`src/rtl/ram_pattern_buf_if.sv`:
```
// Purpose: bundles the write, read and status signals of the pattern RAM.
// Latency: none, wiring only.
// Backpressure: none; the write and read strobes are accepted only while init_busy is low.
interface ram_pattern_buf_if #(
  parameter int DWIDTH = 16,
  parameter int AWIDTH = 7
);
  logic                  wr_en;
  logic [AWIDTH-1:0]     wr_addr;
  logic [DWIDTH-1:0]     wr_data;
  logic [DWIDTH/8-1:0]   wr_be;
  logic                  rd_en;
  logic [AWIDTH-1:0]     rd_addr;
  logic [DWIDTH-1:0]     rd_data;
  logic                  rd_valid;
  logic                  init_busy;

  // The user side issues requests and receives results.
  modport master (
    output wr_en, wr_addr, wr_data, wr_be, rd_en, rd_addr,
    input  rd_data, rd_valid, init_busy
  );

  // The RAM side serves the requests.
  modport slave (
    input  wr_en, wr_addr, wr_data, wr_be, rd_en, rd_addr,
    output rd_data, rd_valid, init_busy
  );
endinterface

```
`src/rtl/ram_pattern_buf.sv`:
```
// Purpose: simple-dual-port RAM with byte enables and a post-reset zero or pattern fill.
// Latency: read data and rd_valid appear 1 + OUT_REG edges after the edge that samples rd_en.
// Backpressure: none; user writes and reads are dropped while init_busy is high.
module ram_pattern_buf #(
  parameter int DWIDTH      = 16,
  parameter int AWIDTH      = 7,
  parameter     RAM_TYPE    = "block",
  parameter int INIT_MODE   = 2,
  parameter int OUT_REG     = 0,
  parameter int WRITE_FIRST = 0
) (
  input  logic            clk,
  input  logic            reset,
  ram_pattern_buf_if.slave bus
);
  localparam int DEPTH  = 1 << AWIDTH;
  localparam int NBYTES = DWIDTH / 8;
  localparam logic [AWIDTH-1:0] LAST_ADDR = AWIDTH'(DEPTH - 1);

  localparam logic [0:0] ST_INIT  = 1'b0;
  localparam logic [0:0] ST_RUN   = 1'b1;
  localparam logic [0:0] ST_RESET = (INIT_MODE != 0) ? ST_INIT : ST_RUN;

  // Test pattern word k, replicated or truncated to the data width.
  function automatic logic [DWIDTH-1:0] pattern(input logic [3:0] k);
    logic [15:0]       p;
    logic [DWIDTH-1:0] v;
    case (k)
      4'd0:    p = 16'h0001;
      4'd1:    p = 16'hAAAA;
      4'd2:    p = 16'h5555;
      4'd3:    p = 16'hFFFF;
      4'd4:    p = 16'hF0F0;
      4'd5:    p = 16'h0F0F;
      4'd6:    p = 16'hCCCC;
      4'd7:    p = 16'h3333;
      4'd8:    p = 16'h0002;
      default: p = 16'h0004;
    endcase
    for (int i = 0; i < DWIDTH; i++) v[i] = p[i % 16];
    return v;
  endfunction

  logic [0:0]        state;
  logic [AWIDTH-1:0] init_addr;
  logic [3:0]        init_k;
  logic              run;

  logic              mem_we;
  logic [AWIDTH-1:0] mem_waddr;
  logic [DWIDTH-1:0] mem_wdata;
  logic [NBYTES-1:0] mem_wbe;

  logic [DWIDTH-1:0] rd_word;
  logic              rd_fire;
  logic [DWIDTH-1:0] q1_data;
  logic              q1_vld;

  (* ram_style = RAM_TYPE *) logic [DWIDTH-1:0] mem [DEPTH];

  assign run           = (state == ST_RUN);
  assign bus.init_busy = (state == ST_INIT);

  // Init sequencer: one address per cycle, pattern index wraps 9 -> 0, then RUN forever.
  always_ff @(posedge clk or posedge reset) begin
    if (reset) begin
      state     <= ST_RESET;
      init_addr <= '0;
      init_k    <= '0;
    end else if (state == ST_INIT) begin
      init_addr <= init_addr + AWIDTH'(1);
      init_k    <= (init_k == 4'd9) ? 4'd0 : init_k + 4'd1;
      if (init_addr == LAST_ADDR) state <= ST_RUN;
    end
  end

  // Write port mux: the sequencer owns the port during init, the user afterwards.
  always_comb begin
    mem_we    = bus.wr_en && run;
    mem_waddr = bus.wr_addr;
    mem_wdata = bus.wr_data;
    mem_wbe   = bus.wr_be;
    if (state == ST_INIT) begin
      mem_we    = 1'b1;
      mem_waddr = init_addr;
      mem_wdata = (INIT_MODE == 1) ? '0 : pattern(init_k);
      mem_wbe   = '1;
    end
  end

  // Byte-masked write into the array.
  always_ff @(posedge clk) begin
    if (mem_we) begin
      for (int b = 0; b < NBYTES; b++) begin
        if (mem_wbe[b]) mem[mem_waddr][8*b +: 8] <= mem_wdata[8*b +: 8];
      end
    end
  end

  // Read word, with same-cycle write bytes forwarded when write-first is selected.
  always_comb begin
    rd_word = mem[bus.rd_addr];
    if (WRITE_FIRST != 0 && bus.wr_en && run && bus.wr_addr == bus.rd_addr) begin
      for (int b = 0; b < NBYTES; b++) begin
        if (bus.wr_be[b]) rd_word[8*b +: 8] = bus.wr_data[8*b +: 8];
      end
    end
  end

  assign rd_fire = bus.rd_en && run;

  // First read stage: data holds its value until the next accepted read.
  always_ff @(posedge clk or posedge reset) begin
    if (reset) begin
      q1_data <= '0;
      q1_vld  <= 1'b0;
    end else begin
      q1_vld <= rd_fire;
      if (rd_fire) q1_data <= rd_word;
    end
  end

  generate
    if (OUT_REG != 0) begin : g_oreg
      logic [DWIDTH-1:0] q2_data;
      logic              q2_vld;
      // Optional output register: forwards only completed reads so data still holds.
      always_ff @(posedge clk or posedge reset) begin
        if (reset) begin
          q2_data <= '0;
          q2_vld  <= 1'b0;
        end else begin
          q2_vld <= q1_vld;
          if (q1_vld) q2_data <= q1_data;
        end
      end
      assign bus.rd_data  = q2_data;
      assign bus.rd_valid = q2_vld;
    end else begin : g_noreg
      assign bus.rd_data  = q1_data;
      assign bus.rd_valid = q1_vld;
    end
  endgenerate
endmodule
```
`src/flat_wrapper.sv`:
```
// flat-port wrapper written by rule: the top's interface ports become plain ports
module ram_pattern_buf_flat 
#(
  parameter int DWIDTH      = 16,
  parameter int AWIDTH      = 7,
  parameter     RAM_TYPE    = "     ",
  parameter int INIT_MODE   = 2,
  parameter int OUT_REG     = 0,
  parameter int WRITE_FIRST = 0
)
  (clk, reset, bus_wr_en, bus_wr_addr, bus_wr_data, bus_wr_be, bus_rd_en, bus_rd_addr, bus_rd_data, bus_rd_valid, bus_init_busy);
  ram_pattern_buf_if #(.DWIDTH(DWIDTH), .AWIDTH(AWIDTH)) bus_i ();
  input  logic clk;
  input  logic reset;
  input wire logic [$bits(bus_i.wr_en)-1:0] bus_wr_en;
  input wire logic [$bits(bus_i.wr_addr)-1:0] bus_wr_addr;
  input wire logic [$bits(bus_i.wr_data)-1:0] bus_wr_data;
  input wire logic [$bits(bus_i.wr_be)-1:0] bus_wr_be;
  input wire logic [$bits(bus_i.rd_en)-1:0] bus_rd_en;
  input wire logic [$bits(bus_i.rd_addr)-1:0] bus_rd_addr;
  output wire logic [$bits(bus_i.rd_data)-1:0] bus_rd_data;
  output wire logic [$bits(bus_i.rd_valid)-1:0] bus_rd_valid;
  output wire logic [$bits(bus_i.init_busy)-1:0] bus_init_busy;
  assign bus_i.wr_en = bus_wr_en;
  assign bus_i.wr_addr = bus_wr_addr;
  assign bus_i.wr_data = bus_wr_data;
  assign bus_i.wr_be = bus_wr_be;
  assign bus_i.rd_en = bus_rd_en;
  assign bus_i.rd_addr = bus_rd_addr;
  assign bus_rd_data = bus_i.rd_data;
  assign bus_rd_valid = bus_i.rd_valid;
  assign bus_init_busy = bus_i.init_busy;
  ram_pattern_buf #(.DWIDTH(DWIDTH), .AWIDTH(AWIDTH), .RAM_TYPE(RAM_TYPE), .INIT_MODE(INIT_MODE), .OUT_REG(OUT_REG), .WRITE_FIRST(WRITE_FIRST)) u_core (.clk(clk), .reset(reset), .bus(bus_i));
endmodule
```
`config.mk`:
```
export PLATFORM = sky130hd
export DESIGN_NAME = ram_pattern_buf_flat
export DESIGN_NICKNAME = d
export VERILOG_FILES = /design/src/rtl/ram_pattern_buf_if.sv /design/src/rtl/ram_pattern_buf.sv /design/src/flat_wrapper.sv
export SDC_FILE = /design/constraint.sdc
export NUM_CORES = 2
export LEC_CHECK = 0
export ABC_AREA = 1
export BUFFER_PORTS_ARGS = -buffer_cell sky130_fd_sc_hd__buf_2
export CAP_MARGIN = 25
export CORE_ASPECT_RATIO = 1.2
export CORE_MARGIN = 10
export CORE_UTILIZATION = 45
export CTS_CLUSTER_SIZE = 8
export DETAILED_ROUTE_END_ITERATION = 8
export GPL_ROUTABILITY_DRIVEN = 0
export PLACE_DENSITY_LB_ADDON = 0.3
export REMOVE_ABC_BUFFERS = 1
export SLEW_MARGIN = 40
export SYNTH_ARGS = -nofsm -noshare
export SYNTH_HDL_FRONTEND = slang
export SYNTH_SLANG_ARGS = --single-unit
```
`constraint.sdc`:
```
create_clock -name clk -period 13.65 [get_ports clk]
set_input_delay 3.4125 -clock clk [delete_from_list [all_inputs] [get_ports clk]]
set_output_delay 3.4125 -clock clk [all_outputs]
set_load 0.05 [all_outputs]
```
==> qor.csv <==
stage,metric,value,unit
floorplan,die_w,417,um
global_route,grt_max_degree,185,
synth,synth_area_leader_cell,edfxtp_1,
timing,finalHoldViolations,0,
hold_path,hold_class,register to register,
floorplan,core,187000,um^2
synth,yosysMostFrequentCell,nand2_1,
route,wire_per_inst,24.8,um
power_and_ir_drop,peakVddDrop,0.123,mV
timing,fmax,142,MHz
critical_path,crit_type,input port to register,
synth,synth_area_per_cell,11.7,um^2
global_route,grt_pass1_wl,357,mm
route,initialDrtViolationCount,7536,
global_route,grt_remaining_overflow,0,
clocking,clkTransAtPathRegs,50,ps
place,hpwl,137,mm
floorplan,rows,174,
synth,synthCells,7245,
layout,area_growth,12.9,%
timing,drv_slew,0,
route,viasPerCell,5.83,
timing,fin_ws,6630,ps
power_and_ir_drop,finalPower,14.1,mW
clocking,postCtsHoldBufs,0,
timing,fin_tns_setup,0,ps
route,wirelength,241,mm
synth,synth-edff-count,2048,
synth,synth_area_leaders,"edfxtp_1 72%, nand3_1 12%, nand2_1 10%",
global_route,grt_pass1_vias,54700,
place,place_ws,6050,ps
place,io_buffers,53,
layout,final_nets,7242,
synth,synth_commonest_cells,"2293 x nand2_1, 2048 x edfxtp_1, 2024 x nand3_1",
synth,synthArstFlopShare,1.40,%
clocking,cts_max_level,5,
timing,period_share,51.4,%
floorplan,die_area,207000,um^2
synth,synth-seq-area-share,73.3,%
status,status,completed,
route,ant_nets,0,
route,dr.pass1.iters,7,
global_route,antenna_found_initial,7,
clocking,root_buffer,clkbuf_16,
flow_run,cap_violations,0,
global_route,globalRouteTotalUtil,22.7,%
critical_path,cp-start-kind,input port,
timing,tightest_slew,948,ps
clocking,cts_buffers,309,
critical_path,end_kind,register,
clocking,clock_latency,920,ps
critical_path,cp.arrival,7870,ps
route,drc,0,
critical_path,crit_fanout,170,
timing,finalCriticalPeriod,7020,ps
power_and_ir_drop,powerDensity,148,nW/um^2
synth,netlist.area_leader.share,72.4,%
clocking,cts_post_setup_buffers_inserted,0,
floorplan,pin_count,54,
floorplan,initial_core_util,45.3,%
clocking,cts_buffer_depth,4,
timing,slew_headroom,36.8,%
layout,layout-drive-gt1-share,9.47,%
timing,skew,40.6,ps
layout,final_util,51.1,%
synth,ys_types,31,
clocking,cts_tree,done,
route,vias,56700,
floorplan,dieHeight,496,um
synth,synth-main-ff-cell,edfxtp_1,
timing,setup_viol,0,
clocking,postCtsResizedCells,0,
clocking,clock-sinks,2077,
critical_path,cp.required,14500,ps
timing,grt_setup_unrepaired,no,
synth,syn_area,84900,um^2
synth,yosysWarnings,0,
power_and_ir_drop,p_leak,34.3,nW
synth,ys_seq_elements,2077,
-- cell type report --
| class | instances | area (um^2) |
|---|---|---|
| Inverter | 28 | 143 |
| Timing Repair Buffer | 137 | 1420 |
| Clock inverter | 4 | 30.0 |
| Sequential cell | 2077 | 62200 |
| Multi-Input combinational cell | 4649 | 20800 |
| Fill cell | 15800 | 91600 |
| Tap cell | 2464 | 3080 |
| Antenna cell | 1 | 2.50 |
| Clock buffer | 361 | 8140 |
-- routing by layer --
layer | GRT usage [%] | routed length (um)
met1 | 29.4 | 91300
met2 | 36.7 | 115000
met3 | 4.09 | 20900
met4 | 11.9 | 13800
met5 | 0 | 27
-- worst max-delay path, stage by stage --
cell and delay, ps:
buf_8 200, inv_16 90, buf_16 270, buf_12 380, buf_16 420, buf_12 570
nand2_1 100, nand3_1 110, nand3_1 130, nand3_1 170, nand3_1 190, nand3_1 360
nand3_1 530, nand2_1 180, nand2_1 80, nand2_1 80
-- flip-flops by register name, summed over array words and instances, names as in the netlist --
name	cells
u_core.mem	2048
u_core.init_addr	7
u_core.run	1
u_core.bus.rd_valid	1
u_core.init_k	4
u_core.bus.rd_data	16
-- placed cells by master, fill, tap and decap left out, drive strengths merged --
cell and instances:
nand2 2293, edfxtp 2048, nand3 2024, clkbuf 361, nor2 293, buf 137, dfrtp 29, inv 29
o21ai 11, a21oi 9, or2 4, ha 4, xor2 3, clkinv 3, xnor2 2, diode 1
and3 1, a22o 1, o211ai 1, a32o 1, nor4 1, nor3 1
-- report_power, final --
group          switching, mW  leakage, nW  internal (mW)
Clock                   2.52         4.00           4.11
Combinational          0.444         11.4          0.160
Sequential                 0         19.0           6.91
Total                   2.97         34.3           11.2
-- cells by family after synthesis --
family / after synthesis / synth area share, %
compound gates: 23 / 0.158
xor+xnor: 5 / 0.0516
fa+ha+maj: 4 / 0.0589
buf+inv: 519 / 2.98
flops: 2077 / 73.3
simple gates: 4617 / 23.5
-- worst paths after layout --
check | slack, ps | end | startpoint | depth (start not counted)
max | 6630 | u_core.bus.rd_data[14] | bus_rd_addr[0] | 16
min | 470 | u_core.init_addr[6] | u_core.init_addr[6] | 1
max reg2reg | 9410 | u_core.mem[118][0] | u_core.run | 7
min reg2reg | 470 | u_core.init_addr[6] | u_core.init_addr[6] | 1
max in group asynchronous | 10690 | u_core.bus.rd_data[10] | reset | 2
min in group asynchronous | 2540 | u_core.bus.rd_valid | reset | 2
-- stage by stage --
stage                     cell area [um^2]  std cells  hold slack (ps)
after floorplan                      82500       6754              443
after global placement               86700       9336              456
after detailed placement             87200       9347              462
after CTS                            95400       9712              467
after global routing                 95900       9721              476
final                                95900       9721              467
Power figures use the tool's default switching activity.
